<file path="src/rtl/i2s_rx_if.sv">
// I2S receive-side signal bundle: serial bit clock, word select and data in,
// deserialized left/right samples with their one-cycle strobes out.
interface i2s_rx_if;
    logic        ck;
    logic        ws;
    logic        d;
    logic [15:0] l;
    logic [15:0] r;
    logic        lv;
    logic        rv;

    modport slave (
        input  ck,
        input  ws,
        input  d,
        output l,
        output r,
        output lv,
        output rv
    );

    modport master (
        output ck,
        output ws,
        output d,
        input  l,
        input  r,
        input  lv,
        input  rv
    );
endinterface

</file>
<file path="src/rtl/i2s_rx.sv">
// I2S slave receiver: synchronizes an external bit clock, word select and data,
// and deserializes 16-bit MSB-first left/right samples with one-cycle strobes.
module i2s_rx #(
    parameter int unsigned SYNC = 2
) (
    input  logic     clock,
    input  logic     reset,
    i2s_rx_if.slave  bus
);

    localparam int unsigned W  = 16;
    localparam int unsigned CW = 5;

    logic [SYNC-1:0] r_ck_sync;
    logic [SYNC-1:0] r_ws_sync;
    logic [SYNC-1:0] r_d_sync;
    logic            r_ck_dly;
    logic [W-1:0]    r_sr;
    logic [CW-1:0]   r_cnt;
    logic            r_wp;
    logic            r_armed;
    logic [W-1:0]    r_l;
    logic [W-1:0]    r_r;
    logic            r_lv;
    logic            r_rv;

    logic            w_rise;
    logic            w_wn;
    logic            w_bit;
    logic            w_room;
    logic [3:0]      w_idx;
    logic [W-1:0]    w_word;

    // ws and d are taken from the same stage as the edge-detected ck
    assign w_rise = r_ck_sync[SYNC-1] & ~r_ck_dly;
    assign w_wn   = r_ws_sync[SYNC-1];
    assign w_bit  = r_d_sync[SYNC-1];
    assign w_room = (r_cnt < CW'(W));
    assign w_idx  = 4'(CW'(W - 1) - r_cnt);

    // Current buffer with this rise's bit dropped into its slot, if one is left
    always_comb begin
        w_word = r_sr;
        if (w_room) begin
            w_word[w_idx] = w_bit;
        end
    end

    always_ff @(posedge clock) begin
        if (reset) begin
            r_ck_sync <= '0;
            r_ws_sync <= '0;
            r_d_sync  <= '0;
            r_ck_dly  <= 1'b0;
            r_sr      <= '0;
            r_cnt     <= CW'(W);
            r_wp      <= 1'b0;
            r_armed   <= 1'b0;
            r_l       <= '0;
            r_r       <= '0;
            r_lv      <= 1'b0;
            r_rv      <= 1'b0;
        end else begin
            r_ck_sync <= {r_ck_sync[SYNC-2:0], bus.ck};
            r_ws_sync <= {r_ws_sync[SYNC-2:0], bus.ws};
            r_d_sync  <= {r_d_sync[SYNC-2:0], bus.d};
            r_ck_dly  <= r_ck_sync[SYNC-1];
            r_lv      <= 1'b0;
            r_rv      <= 1'b0;
            if (w_rise) begin
                r_wp <= w_wn;
                if (w_wn != r_wp) begin
                    // Boundary: this bit is the LSB slot of the word for channel wp
                    if (r_armed) begin
                        if (r_wp) begin
                            r_r  <= w_word;
                            r_rv <= 1'b1;
                        end else begin
                            r_l  <= w_word;
                            r_lv <= 1'b1;
                        end
                    end
                    r_sr    <= '0;
                    r_cnt   <= '0;
                    r_armed <= 1'b1;
                end else if (w_room) begin
                    r_sr  <= w_word;
                    r_cnt <= r_cnt + CW'(1);
                end
            end
        end
    end

    assign bus.l  = r_l;
    assign bus.r  = r_r;
    assign bus.lv = r_lv;
    assign bus.rv = r_rv;

endmodule
</file>
<file path="src/flat_wrapper.sv">
// flat-port wrapper written by rule: the top's interface ports become plain ports
module i2s_rx_flat 
#(
    parameter int unsigned SYNC = 2
)
  (clock, reset, bus_ck, bus_ws, bus_d, bus_l, bus_r, bus_lv, bus_rv);
  i2s_rx_if bus_i ();
  input  logic clock;
  input  logic reset;
  input wire logic [$bits(bus_i.ck)-1:0] bus_ck;
  input wire logic [$bits(bus_i.ws)-1:0] bus_ws;
  input wire logic [$bits(bus_i.d)-1:0] bus_d;
  output wire logic [$bits(bus_i.l)-1:0] bus_l;
  output wire logic [$bits(bus_i.r)-1:0] bus_r;
  output wire logic [$bits(bus_i.lv)-1:0] bus_lv;
  output wire logic [$bits(bus_i.rv)-1:0] bus_rv;
  assign bus_i.ck = bus_ck;
  assign bus_i.ws = bus_ws;
  assign bus_i.d = bus_d;
  assign bus_l = bus_i.l;
  assign bus_r = bus_i.r;
  assign bus_lv = bus_i.lv;
  assign bus_rv = bus_i.rv;
  i2s_rx #(.SYNC(SYNC)) u_core (.clock(clock), .reset(reset), .bus(bus_i));
endmodule
</file>
<file path="config.mk">
export PLATFORM = sky130hd
export DESIGN_NAME = i2s_rx_flat
export DESIGN_NICKNAME = d
export VERILOG_FILES = /design/src/rtl/i2s_rx_if.sv /design/src/rtl/i2s_rx.sv /design/src/flat_wrapper.sv
export SDC_FILE = /design/constraint.sdc
export NUM_CORES = 1
export LEC_CHECK = 0
export ABC_AREA = 1
export CORE_AREA = 3 3 120 88
export CTS_CLUSTER_DIAMETER = 100
export DETAILED_ROUTE_END_ITERATION = 8
export DIE_AREA = 0 0 123 91
export PLACE_DENSITY = 0.52
export REMOVE_ABC_BUFFERS = 1
export SLEW_MARGIN = 0
export SYNTH_ARGS = -nofsm -noshare
export SYNTH_HDL_FRONTEND = slang
export SYNTH_SLANG_ARGS = --single-unit
</file>
<file path="constraint.sdc">
create_clock -name clock -period 1.5 [get_ports clock]
set_clock_uncertainty 0.05 [all_clocks]
set_input_delay 0.3 -clock clock [delete_from_list [all_inputs] [get_ports clock]]
set_output_delay 0.3 -clock clock [all_outputs]
set_load 0.02 [all_outputs]
</file>
# [Yosys cells after proc, flatten, opt, wreduce, memory -nomap -nowiden]
# Cells that the tools add are included.
[op_classes] add_sub_neg=2 n_mul=0 div_mod_pow=0 order_cmp=3 eq_ne=1 shifts=0 n_mux=10 bitwise=6 reduce_logical=7
[op_table] op="$mux W16" n=3
[op_table] op="$bwmux W16" n=1
[op_table] op="$mux W5" n=2
[op_table] op="$reduce_and A4 Y1" n=2
[op_table] op="$add A5 B1 Y5 const B" n=1
[op_table] op="$lt A4 B5 Y1 const B" n=1
[op_table] op="$lt A5 B5 Y1 const B" n=1
[op_table] op="$not A1 Y1" n=5
[op_table] op="$demux W1 S4" n=1
[op_table] op="$ge A4 B1 Y1 const B" n=1
[op_table] op="$reduce_and A2 Y1" n=2
[op_table] op="$reduce_or A4 Y1" n=1
[op_table] op="$sub A4 B4 Y4 const A" n=1
[op_table] op="$mux W1" n=3
[op_table] op="$reduce_bool A2 Y1" n=1
[op_table] op="$and A1 B1 Y1" n=1
[op_table] op="$logic_and A1 B1 Y1" n=1
[op_table] op="$ne A1 B1 Y1" n=1
[totals] reg_bits=64 latchBits=0 ramBits=0 mem_bits_ro=0 input_bits=5 output_inout_bits=34 word_cells=41 n_memories=0

# [Depth between registers and ports, before layout]
[logic_depth] ltp_word=9 depth_mapped=10 depth_no_buf=10

# [Worst setup path before layout]
# No wires, ideal clock.
[synth_path] path_type="register to register" from="reg u_core.r_wp" to="reg u_core.r_r[10] (netlist: u_core.bus.r[10])" setup_time_ns=0.122 arrival_time_ns=1.316 t_required_ns=1.328 path_slack_ns=0.012 stages_incl_launch_ff=8 path_buffers=1 period_less_slack_ns=1.488 path_cell_list="dfxtp_1 inv_1 ha_1 nor2_1 nand3_4 inv_2 buf_2 a21oi_1"
[synth_between] elab_chain_cells=2
[synth_lines] item="from (decl)" line_no="i2s_rx.sv:20" rtl="logic r_wp;"
[synth_lines] item="from (signal assigned)" line_no="i2s_rx.sv:71" rtl="r_wp <= w_wn;"
[synth_lines] item="$ne A1 B1 Y1" line_no="i2s_rx.sv:72" rtl="if (w_wn != r_wp) begin"
[synth_lines] item="$reduce_and A4 Y1 (no line) (*)"
[synth_lines] item="to (signal assigned)" line_no="i2s_rx.sv:76" rtl="r_r <= w_word;"
[synth_lines] item="to (decl)" line_no="i2s_rx.sv:23" rtl="logic [W-1:0] r_r;"
# Every way passes the cells marked *; elsewhere a longest branch is shown, timed or not.
# A chain may end at the register's enable or synchronous reset.

# [Final worst setup path]
[layout_path] from="reg u_core.r_wp" to="reg u_core.r_cnt[3]"
[layout_between] elab_chain_cells=3 elab_cells_between_ends=4 cone_classes="1 x eq/ne; 1 x mux; 2 x reduce/logical"
[layout_lines] item="$ne A1 B1 Y1 (*)" line_no="i2s_rx.sv:72"
[layout_lines] item="$reduce_bool A2 Y1 (no line)"
[layout_lines] item="$reduce_and A2 Y1 (no line)"
[layout_lines] item="to (signal assigned)" line_no="i2s_rx.sv:56" rtl="r_cnt <= CW'(W);"
[layout_lines] item="to (signal assigned)" line_no="i2s_rx.sv:88" rtl="r_cnt <= r_cnt + CW'(1);"
[layout_lines] item="to (decl)" line_no="i2s_rx.sv:19" rtl="logic [CW-1:0] r_cnt;"
# Marked as above.

==> results.cfg <==
[run_status]
status = complete, but fails checks
violations = negative setup slack

[power_and_ir_drop]
peakVddDrop_mv = 0.541
power_mw = 4.05
p_per_area_nw_per_um2 = 988
leakagePower_nw = 1.77

[cells_and_area]
fillers = 956
drive_gt1_share_pct = 23.4
fin_nets = 470
diodes = 0
finalInstanceArea_um2 = 4100
register_area_um2 = 1290
area_growth_pct = 45.7
multi_input_area_um2 = 1420

[floorplan]
die_x_um = 123
die-area_um2 = 11200
die_height_um = 91
pin_count = 39
rows = 30
start_util_pct = 29.6
fp.coreArea_um2 = 9500

[routing]
drtIter0Drc = 111
drc = 0
wl_per_cell_um = 12.4
drt-total-wl_um = 7330
vias = 2641
vias_per_cell = 4.48
postRouteAntennaNets = 0
drt-pass1-iter-count = 4

[clock_network]
cts_tree = built
insertion_delay_ns = 0.32
cts-root-buf = clkbuf_16
clock_sinks = 64
cts_htree_levels = 3
clk_pin_slew_ns = 0.05
clock_path_buffers = 2
numCtsBuffers = 9

[yosys]
synth_async_sr_flop_share_pct = 0
ys_ff_latch = 64
synth-seq-area-share_pct = 45.6
synth_area_um2 = 2810
yosysMostFrequentCell = nand2_1
ys_top_cells_by_count = nand2_1, dfxtp_1, inv_1
yosysWarnings = 0
syn_area_per_cell_um2 = 7.12
ys_types = 22
synth_flop_cell = dfxtp_1
synth_top_area_share_pct = 45.6
synthCells = 395
synth_edf_count = 0
synth_area_leaders = dfxtp_1, nand2_1, a21oi_1
post-synth-top-area-cell = dfxtp_1

[worst_setup_path]
cp_max_fo = 5
crit_type = register to register
end_kind = register
worstPathArrival_ns = 1.70
path_buf_inv = 3
cp-start-kind = register
timing.reg2reg.setup_slack_ns = -0.03
cp_slowest_cell = dfxtp_2
crit_required_ns = 1.67
cpLargestDelayFamily = compound AO/OA/AOI/OAI gates
cpPeakStageDelay_ns = 0.33
path_cells = inv_2, ha_4, inv_6, o21ai_4, clkbuf_16, o21ai_2, nand2_1, nor2_1

[timing]
max_freq_ghz = 0.653
totalNegativeSetupSlack_ns = -0.137
finalHoldViolCount = 0
maxSlewHeadroom_pct = 76.2
fin_ws_ns = -0.0317
setup_viol = 9
drv_slew = 0
fin_crit_sh_pct = 102
worst_hold_slack_ns = 0.349
worst_pin_slew_ns = 0.357
min_period_ns = 1.53
rsz0062_at_grt = yes

[grt]
grt_overflow = 0
antenna_found_initial = 0
grt_pass1_wl_um = 11800
grt_usage_pct = 13.2
grt_max_degree = 37
grt_pass1_vias = 2556

[placed_design]
hpwl_um = 4780
io_buffer_count = 38
post-place-ws_ns = -0.0219
placed_area_um2 = 3550
routabilityCongestion = 0.803

[hold_path]
hp-class = register to register

[job]
cap_violations = 0
area by class of cell:
type	count	area share, %
Multi-Input combinational cell	256	34.6
Sequential cell	64	31.5
Timing Repair Buffer	67	16.8
Clock buffer	13	6.11
Inverter	59	5.53
Tap cell	128	3.91
Clock inverter	3	1.59
layer usage:
| layer | GRT usage [%] | routed length (um) |
|---|---|---|
| met2 | 20.1 | 3200 |
| met5 | 0 | 0 |
| met3 | 4.67 | 415 |
| met1 | 17.1 | 3610 |
| met4 | 4.88 | 99 |
worst register-to-register path: cells and delay by family (launching register included):
| family | cells | cell delay [ns] |
|---|---|---|
| compound gates | 2 | 0.34 |
| fa+ha+maj | 1 | 0.29 |
| flops | 1 | 0.33 |
| simple gates | 2 | 0.09 |
| buf+inv | 3 | 0.32 |
cell families (layout without fill, tap and decap cells):
logic type,count (synthesis),count (layout),synth area share [%]
adder cells (fa/ha/maj),8,8,3.56
flip-flops,64,64,45.6
AND/OR/NAND/NOR,175,175,27.0
buffers and inverters,75,142,10.8
AO/OA/AOI/OAI,73,73,13.1
final timing paths:
check	start	depth (start not counted)	to
max	u_core.r_wp$_SDFFE_PP0P_	8	u_core.r_cnt[3]$_SDFFE_PP0P_
min	u_core.r_ck_sync[0]$_SDFF_PP0_	2	u_core.r_ck_sync[1]$_SDFF_PP0_
max reg2reg	u_core.r_wp$_SDFFE_PP0P_	8	u_core.r_cnt[3]$_SDFFE_PP0P_
min reg2reg	u_core.r_ck_sync[0]$_SDFF_PP0_	2	u_core.r_ck_sync[1]$_SDFF_PP0_
where the power goes:
group	switching (mW)	total (mW)	internal (mW)
Clock	0.694	2.19	1.50
Sequential	0.00950	1.72	1.71
Combinational	0.0800	0.138	0.0580
layout by cell type (no fill, tap or decap), drive strengths merged:
| cell | instances |
|---|---|
| nor2 | 28 |
| nor3 | 1 |
| nor4 | 1 |
| dlygate4sd2 | 34 |
| clkinv | 2 |
| nand3 | 35 |
| ha | 8 |
| buf | 27 |
| clkdlybuf4s50 | 4 |
| clkbuf | 15 |
| bufinv | 2 |
| inv | 58 |
| a21oi | 49 |
| dfxtp | 64 |
| o21ai | 24 |
| nand2 | 110 |
what timing repair did:
item | 4_1_cts | 5_1_grt
pin swaps | 1 | 21
hold buffers | 0 | 0
resized for setup | 40 | 60
setup endpoints to repair | 50 | 50
cloned | 0 | 3
setup buffers | 0 | 1
state kept, by name, summed over array words and instances, names as in the netlist:
signal and cells:
u_core.r_d_sync 2, u_core.r_wp 1, u_core.bus.r 16, u_core.r_armed 1, u_core.r_sr 16, u_core.r_cnt 5, u_core.r_ck_sync 2, u_core.r_ck_dly 1
u_core.bus.rv 1, u_core.r_ws_sync 2, u_core.bus.lv 1, u_core.bus.l 16
through the flow:
step	util [%]	cells
final	43.2	590
after global routing	43.2	590
after CTS	40.4	586
after detailed placement	37.4	570
after global placement	37.4	570
after floorplan	-	379
No activity file was read; power rests on OpenSTA's default activity.
